File: src/rtl/lc3_pkg.sv
// Shared LC-3 memory-map constants and the memory-controller state encoding.
// Latency: none (declarations only); backpressure: n/a.
package lc3_pkg;

    localparam logic [15:0] KBSR_ADDR = 16'hFE00;
    localparam logic [15:0] KBDR_ADDR = 16'hFE02;
    localparam logic [15:0] DSR_ADDR  = 16'hFE04;
    localparam logic [15:0] DDR_ADDR  = 16'hFE06;
    localparam logic [6:0]  DEV_PAGE  = 7'h7F;

    typedef enum logic [2:0] {
        ST_IDLE,
        ST_RAM_ACC,
        ST_DEV_ACC,
        ST_UNMAP,
        ST_DONE,
        ST_RECOVER
    } mem_state_e;

    function automatic logic is_dev_page(input logic [15:0] addr);
        return addr[15:9] == DEV_PAGE;
    endfunction

endpackage

File: src/rtl/lc3_mem_ctrl_if.sv
// RAM-side bus between the memory controller (master) and the block RAM (slave).
// Latency: wires only; backpressure: RAM holds off via i_mem_ready.
interface lc3_mem_ctrl_if #(
    parameter int ADDR_BITS = 9,
    parameter int WORD_BITS = 16
);
    logic                 o_mem_read_en;
    logic                 o_mem_write_en;
    logic [ADDR_BITS-1:0] o_mem_addr;
    logic [WORD_BITS-1:0] o_mem_wdata;
    logic                 i_mem_ready;
    logic [WORD_BITS-1:0] i_mem_rdata;

    modport master (
        output o_mem_read_en, o_mem_write_en, o_mem_addr, o_mem_wdata,
        input  i_mem_ready, i_mem_rdata
    );

    modport slave (
        input  o_mem_read_en, o_mem_write_en, o_mem_addr, o_mem_wdata,
        output i_mem_ready, i_mem_rdata
    );
endinterface

File: src/rtl/lc3_kbd_regs.sv
// Keyboard status/data registers: a strobe latches the char and sets ready, a KBDR read clears it.
// Latency: 1 cycle from strobe to register; backpressure: none (new chars overwrite).
module lc3_kbd_regs (
    input  logic       i_CLK,
    input  logic       i_RST_N,
    input  logic       i_kb_valid,
    input  logic [7:0] i_kb_char,
    input  logic       kbdr_rd,
    output logic       kbsr_rdy,
    output logic [7:0] kbdr_dat
);

    // A char arriving on the same cycle as a KBDR read keeps ready set.
    always_ff @(posedge i_CLK or negedge i_RST_N) begin
        if (!i_RST_N) begin
            kbsr_rdy <= 1'b0;
            kbdr_dat <= 8'h00;
        end else if (i_kb_valid) begin
            kbsr_rdy <= 1'b1;
            kbdr_dat <= i_kb_char;
        end else if (kbdr_rd) begin
            kbsr_rdy <= 1'b0;
        end
    end

endmodule

File: src/rtl/lc3_mem_ctrl.sv
// LC-3 memory access unit: decodes MAR to RAM / device registers / unmapped and returns one ack.
// Latency: RAM 2+RAM-latency cycles, devices 2 cycles; backpressure: RAM stalls via ready, timeout errors.
module lc3_mem_ctrl
    import lc3_pkg::*;
#(
    parameter int ADDR_BITS = 9,
    parameter int WORD_BITS = 16,
    parameter int TIMEOUT   = 15
) (
    input  logic                 i_CLK,
    input  logic                 i_RST_N,
    input  logic                 i_req,
    input  logic                 i_rw,
    input  logic [15:0]          i_addr,
    input  logic [WORD_BITS-1:0] i_wdata,
    output logic                 o_ack,
    output logic                 o_err,
    output logic [WORD_BITS-1:0] o_rdata,
    lc3_mem_ctrl_if.master       mem,
    input  logic                 i_kb_valid,
    input  logic [7:0]           i_kb_char,
    input  logic                 i_dsp_ready,
    output logic                 o_dsp_valid,
    output logic [7:0]           o_dsp_char
);

    localparam logic [7:0] TMO_MAX = 8'(TIMEOUT);

    mem_state_e           state_q, state_d;
    logic [15:0]          addr_q;
    logic [WORD_BITS-1:0] wdata_q;
    logic                 rw_q;
    logic [WORD_BITS-1:0] rdata_q, rdata_d;
    logic                 err_q, err_d;
    logic [7:0]           tmo_q, tmo_d;
    logic                 kbdr_rd;
    logic                 dsp_vld;
    logic                 kbsr_rdy;
    logic [7:0]           kbdr_dat;
    logic                 ram_en_live;

    lc3_kbd_regs u_kbd_regs (
        .i_CLK      (i_CLK),
        .i_RST_N    (i_RST_N),
        .i_kb_valid (i_kb_valid),
        .i_kb_char  (i_kb_char),
        .kbdr_rd    (kbdr_rd),
        .kbsr_rdy   (kbsr_rdy),
        .kbdr_dat   (kbdr_dat)
    );

    always_ff @(posedge i_CLK or negedge i_RST_N) begin
        if (!i_RST_N) begin
            state_q <= ST_IDLE;
            addr_q  <= '0;
            wdata_q <= '0;
            rw_q    <= 1'b0;
            rdata_q <= '0;
            err_q   <= 1'b0;
            tmo_q   <= '0;
        end else begin
            state_q <= state_d;
            rdata_q <= rdata_d;
            err_q   <= err_d;
            tmo_q   <= tmo_d;
            if (state_q == ST_IDLE && i_req) begin
                addr_q  <= i_addr;
                wdata_q <= i_wdata;
                rw_q    <= i_rw;
            end
        end
    end

    always_comb begin
        state_d = state_q;
        rdata_d = rdata_q;
        err_d   = err_q;
        tmo_d   = tmo_q;
        kbdr_rd = 1'b0;
        dsp_vld = 1'b0;
        case (state_q)
            ST_IDLE: begin
                tmo_d = '0;
                if (i_req) begin
                    err_d = 1'b0;
                    if ((i_addr >> ADDR_BITS) == 16'h0) state_d = ST_RAM_ACC;
                    else if (is_dev_page(i_addr))       state_d = ST_DEV_ACC;
                    else                                state_d = ST_UNMAP;
                end
            end
            ST_RAM_ACC: begin
                // Once the counter hits the limit the enable is already down, so ready is ignored.
                if (tmo_q == TMO_MAX) begin
                    state_d = ST_DONE;
                    err_d   = 1'b1;
                    rdata_d = '0;
                end else if (mem.i_mem_ready) begin
                    state_d = ST_DONE;
                    if (!rw_q) rdata_d = mem.i_mem_rdata;
                end else begin
                    tmo_d = tmo_q + 8'd1;
                end
            end
            ST_DEV_ACC: begin
                state_d = ST_DONE;
                if (!rw_q) begin
                    case (addr_q)
                        KBSR_ADDR: rdata_d = WORD_BITS'({kbsr_rdy, 15'b0});
                        KBDR_ADDR: begin
                            rdata_d = WORD_BITS'({8'b0, kbdr_dat});
                            kbdr_rd = 1'b1;
                        end
                        DSR_ADDR:  rdata_d = WORD_BITS'({i_dsp_ready, 15'b0});
                        default:   rdata_d = '0;
                    endcase
                end else if (addr_q == DDR_ADDR && i_dsp_ready) begin
                    dsp_vld = 1'b1;
                end
            end
            ST_UNMAP: begin
                state_d = ST_DONE;
                if (!rw_q) rdata_d = '0;
            end
            ST_DONE:    state_d = ST_RECOVER;
            ST_RECOVER: if (!mem.i_mem_ready) state_d = ST_IDLE;
            default:    state_d = ST_IDLE;
        endcase
    end

    // Enables decode straight from state so an async reset kills them immediately.
    assign ram_en_live        = (state_q == ST_RAM_ACC) && (tmo_q != TMO_MAX);
    assign mem.o_mem_read_en  = ram_en_live && !rw_q;
    assign mem.o_mem_write_en = ram_en_live && rw_q;
    assign mem.o_mem_addr     = addr_q[ADDR_BITS-1:0];
    assign mem.o_mem_wdata    = wdata_q;

    assign o_ack       = (state_q == ST_DONE);
    assign o_err       = o_ack && err_q;
    assign o_rdata     = rdata_q;
    assign o_dsp_valid = dsp_vld;
    assign o_dsp_char  = wdata_q[7:0];

endmodule
File: src/flat_wrapper.sv
// flat-port wrapper written by rule: the top's interface ports become plain ports
module lc3_mem_ctrl_flat import lc3_pkg::*;
#(
    parameter int ADDR_BITS = 9,
    parameter int WORD_BITS = 16,
    parameter int TIMEOUT   = 15
)
  (i_CLK, i_RST_N, i_req, i_rw, i_addr, i_wdata, o_ack, o_err, o_rdata, i_kb_valid, i_kb_char, i_dsp_ready, o_dsp_valid, o_dsp_char, mem_o_mem_read_en, mem_o_mem_write_en, mem_o_mem_addr, mem_o_mem_wdata, mem_i_mem_ready, mem_i_mem_rdata);
  lc3_mem_ctrl_if #(.ADDR_BITS(ADDR_BITS), .WORD_BITS(WORD_BITS)) mem_i ();
  input  logic i_CLK;
  input  logic i_RST_N;
  input  logic i_req;
  input  logic i_rw;
  input  logic [15:0] i_addr;
  input  logic [WORD_BITS-1:0] i_wdata;
  output logic o_ack;
  output logic o_err;
  output logic [WORD_BITS-1:0] o_rdata;
  input  logic i_kb_valid;
  input  logic [7:0] i_kb_char;
  input  logic i_dsp_ready;
  output logic o_dsp_valid;
  output logic [7:0] o_dsp_char;
  output wire logic [$bits(mem_i.o_mem_read_en)-1:0] mem_o_mem_read_en;
  output wire logic [$bits(mem_i.o_mem_write_en)-1:0] mem_o_mem_write_en;
  output wire logic [$bits(mem_i.o_mem_addr)-1:0] mem_o_mem_addr;
  output wire logic [$bits(mem_i.o_mem_wdata)-1:0] mem_o_mem_wdata;
  input wire logic [$bits(mem_i.i_mem_ready)-1:0] mem_i_mem_ready;
  input wire logic [$bits(mem_i.i_mem_rdata)-1:0] mem_i_mem_rdata;
  assign mem_o_mem_read_en = mem_i.o_mem_read_en;
  assign mem_o_mem_write_en = mem_i.o_mem_write_en;
  assign mem_o_mem_addr = mem_i.o_mem_addr;
  assign mem_o_mem_wdata = mem_i.o_mem_wdata;
  assign mem_i.i_mem_ready = mem_i_mem_ready;
  assign mem_i.i_mem_rdata = mem_i_mem_rdata;
  lc3_mem_ctrl #(.ADDR_BITS(ADDR_BITS), .WORD_BITS(WORD_BITS), .TIMEOUT(TIMEOUT)) u_core (.i_CLK(i_CLK), .i_RST_N(i_RST_N), .i_req(i_req), .i_rw(i_rw), .i_addr(i_addr), .i_wdata(i_wdata), .o_ack(o_ack), .o_err(o_err), .o_rdata(o_rdata), .mem(mem_i), .i_kb_valid(i_kb_valid), .i_kb_char(i_kb_char), .i_dsp_ready(i_dsp_ready), .o_dsp_valid(o_dsp_valid), .o_dsp_char(o_dsp_char));
endmodule
File: config.mk
export PLATFORM = sky130hd
export DESIGN_NAME = lc3_mem_ctrl_flat
export DESIGN_NICKNAME = d
export VERILOG_FILES = /design/src/rtl/lc3_pkg.sv /design/src/rtl/lc3_mem_ctrl_if.sv /design/src/rtl/lc3_kbd_regs.sv /design/src/rtl/lc3_mem_ctrl.sv /design/src/flat_wrapper.sv
export SDC_FILE = /design/constraint.sdc
export NUM_CORES = 1
export LEC_CHECK = 0
export CORE_MARGIN = 3
export CORE_UTILIZATION = 49
export CTS_BUF_LIST = sky130_fd_sc_hd__clkbuf_4
export CTS_CLUSTER_SIZE = 10
export DETAILED_ROUTE_END_ITERATION = 10
export PLACE_DENSITY = 0.92
export SLEW_MARGIN = 20
export SYNTH_ARGS = -nofsm -noshare
export SYNTH_HDL_FRONTEND = slang
export SYNTH_SLANG_ARGS = --single-unit
File: constraint.sdc
create_clock -name i_CLK -period 3.2 [get_ports i_CLK]
set_clock_uncertainty 0.05 [all_clocks]
set_input_delay 0.64 -clock i_CLK [delete_from_list [all_inputs] [get_ports i_CLK]]
set_output_delay 0.64 -clock i_CLK [all_outputs]
set_load 0.05 [all_outputs]
# Word-level counts from Yosys, hierarchy flattened
# Cells that the tools add are included.
# W data, S select, Z words.
classes:
  n_reduce_logical: 17
  muxes: 28
  add_sub_neg: 1
  eq_ne: 21
ops:
  columns: ["cell", "count"]
  rows:
  - ["$pmux W16 S3", 2]
  - ["$mux W16", 5]
  - ["$eq A16 B16 Y1 const B", 4]
  - ["$logic_not A16 Y1", 1]
  - ["$mux W8", 2]
  - ["$pmux W8 S2", 1]
  - ["$mux W3", 5]
  - ["$pmux W3 S5", 1]
  - ["$ne A2 B2 Y1 const B", 6]
  - ["$mux W1", 11]
  - ["$reduce_and A3 Y1", 3]
  - ["$add A8 B1 Y8 const B", 1]
  - ["$eq A8 B4 Y1 const B", 1]
  - ["$ne A8 B4 Y1 const B", 1]
  - ["$eq A7 B7 Y1 const B", 1]
  - ["$eq A3 B2 Y1 const B", 2]
  - ["$eq A3 B3 Y1 const B", 2]
  - ["$logic_and A1 B1 Y1", 6]
  - ["$reduce_and A5 Y1", 1]
  - ["$reduce_bool A2 Y1", 2]
  - ["$eq A3 B1 Y1 const B", 1]
  - ["$logic_not A3 Y1", 1]
  - ["$ne A3 B2 Y1 const B", 1]
  - ["$ne A3 B3 Y1 const B", 1]
  - ["5 further kinds", 5]
word_totals:
  inputBits: 63
  output_inout_bits: 54
  wordCells: 76
  reg_bits: 70

# Depth between registers and ports, before layout
depth:
  depth_word: 6
  depth_mapped: 7
  ltp_nobuf: 6

# Modules after synthesis
# From an unflattened synthesis, not the netlist that was laid out.
hier_totals:
  hier_cells: 339
  area_unflattened_um2: 3398.3
by_module_without_submodules:
  columns: ["mod", "area_each_um2", "seq_area_each_um2", "n_inst", "cells_per_inst"]
  rows:
  - ["lc3_mem_ctrl", 3029.2, 1526.5, 1, 319]
  - ["lc3_kbd_regs", 369.1, 225.2, 1, 20]

# Worst setup path after synthesis
# Ideal clock, no wire load.
synth_timing:
  kind: "register to output"
  from: "register u_core.addr_q[4]"
  to: "output o_dsp_valid"
  stages_incl_launch_ff: 4
  setup_slack_ns: 0.435
  n_path_buf: 0
  arrival_ns: 2.075
  t_required_ns: 2.510
  cell_sequence: "dfrtp_1 > nand4b_1 > or4_4 > nor3_1"
synth_via:
  elab_chain_cells: 5
synth_lines:
  columns: ["element", "line_no", "source"]
  rows:
  - ["start: declaration", "lc3_mem_ctrl.sv:30", "logic [15:0] addr_q;"]
  - ["start signal: assignment", "lc3_mem_ctrl.sv:67", "addr_q <= i_addr;"]
  - ["$eq A16 B16 Y1", "lc3_mem_ctrl.sv:116", "end else if (addr_q == DDR_ADDR && i_dsp_ready) begin"]
  - ["$logic_and A1 B1 Y1", "lc3_mem_ctrl.sv:116", null]
  - ["$mux W1", "lc3_mem_ctrl.sv:116", null]
  - ["$mux W1", "lc3_mem_ctrl.sv:106", "if (!rw_q) begin"]
  - ["$mux W1", "lc3_mem_ctrl.sv:81", "case (state_q)"]
  - ["end: declaration", "flat_wrapper.sv:22", "output logic o_dsp_valid;"]
# No other way between the ends.

# Final worst setup path
layout_timing:
  from: "register u_core.tmo_q[4]"
  to: "output mem_o_mem_write_en"
layout_via:
  elab_chain_cells: 3
layout_lines:
  columns: ["element", "line_no", "source"]
  rows:
  - ["start: declaration", "lc3_mem_ctrl.sv:35", "logic [7:0] tmo_q, tmo_d;"]
  - ["start signal: assignment", "lc3_mem_ctrl.sv:65", "tmo_q <= tmo_d;"]
  - ["$ne A8 B4 Y1", "lc3_mem_ctrl.sv:131", "assign ram_en_live = (state_q == ST_RAM_ACC) && (tmo_q != TMO_MAX);"]
  - ["$logic_and A1 B1 Y1", "lc3_mem_ctrl.sv:131", null]
  - ["$logic_and A1 B1 Y1", "lc3_mem_ctrl.sv:133", "assign mem.o_mem_write_en = ram_en_live && rw_q;"]
  - ["end: declaration", "flat_wrapper.sv:25", "output wire logic [$bits(mem_i.o_mem_write_en)-1:0] mem_o_mem_write_en;"]
# No other way between the ends.

==> results.md <==
- Mapped Cells: between 300 and 400
- Final slew viol count: 0
- Crit path buf inv count: 1
- Iteration-0 DRC Markers: 160
- Post-synthesis sequential area ratio: 0.552
- GRT Total Usage: 0.215
- Crit path capture type: primary output
- Clk sinks: 70
- Vias in the first global route: 2,773
- Slew headroom: 0.431
- Setup CP Type: flip-flop to primary output
- R2R Setup Slk: 990 ps
- PD cells: 1030 nW/µm²
- Status: complete, no violations
- Congestion Overflow GR: 0
- Crit path cell chain: or4_1 -> nor2_2 -> nor3b_1 -> dlymetal6s2s_1
- Combinational power share: 0.543
- Fmax achieved: ~0.36 GHz
- Fillcell total: roughly 460
- Die extent in y: roughly 86 µm
- Dominant cells by area after synthesis: dfrtp_1, nand2_1, buf_4
- WL/cell: around 15 µm
- Worst path arrival time: between 2000 and 2500 ps
- Total CTS buffers: 9
- Hold Vio Cnt, Final: 0
- Via density: between 5 and 6
- Clk pwr share: 0.133
- Area after DPL: between 4000 and 5000 µm²
- CP top delay family: simple AND/OR/NAND/NOR gates
- Root buf cell: clkbuf_4
- Netlist Area Pre-Place: ~3200 µm²
- Worst slew pin tran: 854 ps
- CP Launch Type: flip-flop
- Synth area leader: dfrtp_1
- Worst hold path type: input pin to async pin
- Drt first pass iters: 4
- Setup TNS Final: 0 ps
- Clock latency on the worst-skew pair: about 400 ps
- Die X: approximately 86 µm
- Min cycle time layout: 2750 ps
- Largest net degree at the start of global routing: ~70
- Vias: roughly 2.7k
- Antenna violations before repair: 0
- Mapped Nets: 400
- Tcrit/Tclk final: 0.860
- Cell Int Power: approximately 0.0023 W
- Initial Util: 0.520
- Setup Buffers After CTS: 0
- CP required: approximately 2500 ps
- Most used DFF post-synth: dfrtp_1
- Path depth of the worst reg2reg path: 5
- ANT nets after route: 0
- Synth Warn #: 0
- N_diodes: 0
- Yosys reg bits: 70
- FFs w/ async S/R, synth: 1.00
- Nets: ~500
- CTS max path bufs: 2
- Dpl hpwl: 5640 µm
- Routability Congestion: approximately 0.9
- Leak: 2.06 nW
- Final wirelength: 7650 µm
- Port buffer count: roughly 120
- Psw: 0.00219 W
- Ports: between 100 and 150
- Area delta synth->final: 38.7%
- Switching part of the total power: 0.483
- Post-synth EDFFs: 0
- Worst-path clk slew: approximately 110 ps
- # rows: 28
- Flop pwr share: 0.324
- Syn_area_per_cell: approximately 9.4 µm²
- Cts hold-fix bufs: 0
- Slowest stage delay, CP: 600 ps
- Design area: between 4000 and 5000 µm²
- Die ar.: ~7500 µm²
- CTS tree: built
- First-pass GRT wire length: 12,700 µm
- Final setup fails: 0
- RSZ-0062 raised after global routing: no
- Slowest cell on crit path: or4_1
- Unique masters post-synth: between 40 and 50
- Share of the synthesized area in the top cell type: 0.552
- DRC: 0
- VDD IR-drop max: 0.898 mV
- Core Box Area: between 6000 and 7000 µm²
- Crit path depth: 4
- H-tree depth: 3
- Layout cell share with drive strength beyond 1: 0.0870
- Max-cap violations: 0
- Max FO, Critical Path: 5
-- final timing paths --
| kind | from | to |
|---|---|---|
| min in group i_CLK | u_core.addr_q[15] | u_core.addr_q[15] |
| worst min-delay path | i_RST_N | u_core.err_q |
| worst max-delay path | u_core.tmo_q[4] | mem_o_mem_write_en |
| worst min register to register | u_core.addr_q[15] | u_core.addr_q[15] |
| worst max register to register | u_core.state_q[2] | u_core.tmo_q[3] |
| max in group asynchronous | i_RST_N | u_core.mem.o_mem_wdata[13] |
-- area by class of cell --
class | instances | area [µm²] | area share
timing repair buffer | 120 | 1190 | 0.271
sequential | 70 | 1750 | 0.398
multi-input combinational | 232 | 1210 | 0.276
clock buffer | 9 | 67.6 | 0.0154
inverter | 1 | 3.75 | 0.000853
tap | 75 | 93.8 | 0.0213
clock inverter | 5 | 76.3 | 0.0173
-- worst reg2reg max path: stages (launching register included) --
cell and delay [ps]:
dfrtp_1 520, or3b_4 470, a211oi_2 610, o21ai_0 200
xor2_1 190, nor2_1 60
-- per-layer routing --
metal / track usage / part of all wire / vias to the layer above / routed length (µm)
li1: - / - / 1295 / -
met3: 0.0561 / 0.059 / 15 / 454
met5: 0 / 0 / - / 0
met1: 0.265 / 0.41 / 1265 / 3140
met2: 0.371 / 0.51 / 92 / 3920
met4: 0.0623 / 0.018 / 0 / 138
-- kinds of logic (layout without fill, tap and decap cells) --
logic type	count (synthesis)	count (layout)	share of synthesized area
AOI/OAI and AO/OA	41	41	0.0821
xor gates and xnor gates	6	6	0.0166
and+or+nand+nor	174	174	0.243
DFF	70	70	0.552
muxes	10	10	0.0351
buffers and inverters	34	135	0.0667
adders and majority gates	1	1	0.00394
-- state kept, by name (all words and copies together), names as in the netlist --
signal                      cells
u_core.u_kbd_regs.kbsr_rdy      1
u_core.u_kbd_regs.kbdr_dat      8
u_core.o_rdata                 16
u_core.addr_q                  16
u_core.err_q                    1
u_core.tmo_q                    8
u_core.state_q                  3
u_core.mem.o_mem_wdata         16
u_core.rw_q                     1
-- per-stage QoR --
stage	total power (W)	hold slack, ps	instances	setup WS [ps]	util
global placement	0.00388	405	498	570	0.697
finish	0.00453	285	512	447	0.722
global route	0.00480	340	512	338	0.722
detailed placement	0.00396	412	498	518	0.697
floorplan	0.00322	294	336	435	-
CTS	0.00457	324	512	43.6	0.720
-- cells in the final DEF, fill, tap and decap left out, types with 2 or more instances in the layout --
cell type / count
dlymetal6s2s_1: 2
nor4_1: 3
nor2_1: 13
nand2_1: 127
o31ai_1: 2
nand4_1: 2
xor2_1: 6
and3_1: 4
a21oi_1: 4
mux2_2: 9
clkdlybuf4s50_1: 112
buf_4: 6
dfrtp_1: 70
bufinv_16: 2
nor3_1: 4
o21ai_0: 19
a22oi_1: 8
and2_1: 2
nand3_1: 4
clkbuf_4: 9
nor2_2: 2
-- synth_stat cells (2+ instances only) --
library cell,number
a21oi_1,4
a22oi_1,8
and2_1,2
and3_1,4
buf_2,4
buf_4,17
buf_6,2
clkbuf_1,10
dfrtp_1,70
mux2_2,9
nand2_1,127
nand3_1,4
nand4_1,2
nor2_1,14
nor3_1,4
nor4_1,3
o21ai_0,19
o31ai_1,2
xor2_1,6
-- power groups by stage --
stage          Combinational [W]  Sequential, W  Clock, W
2_1_floorplan            0.00116        0.00206         0
3_3_place_gp             0.00242        0.00146         0
3_5_place_dp             0.00248        0.00148         0
4_1_cts                  0.00249        0.00147  0.000613
5_1_grt                  0.00262        0.00152  0.000662
6_report                 0.00246        0.00147  0.000601
-- repair_timing --
action                     CTS  global route
setup endpoints to repair    0             2
resized for setup            0             2
hold endpoints to repair     0             0
Note: power is estimated with default switching activity, not from simulation.
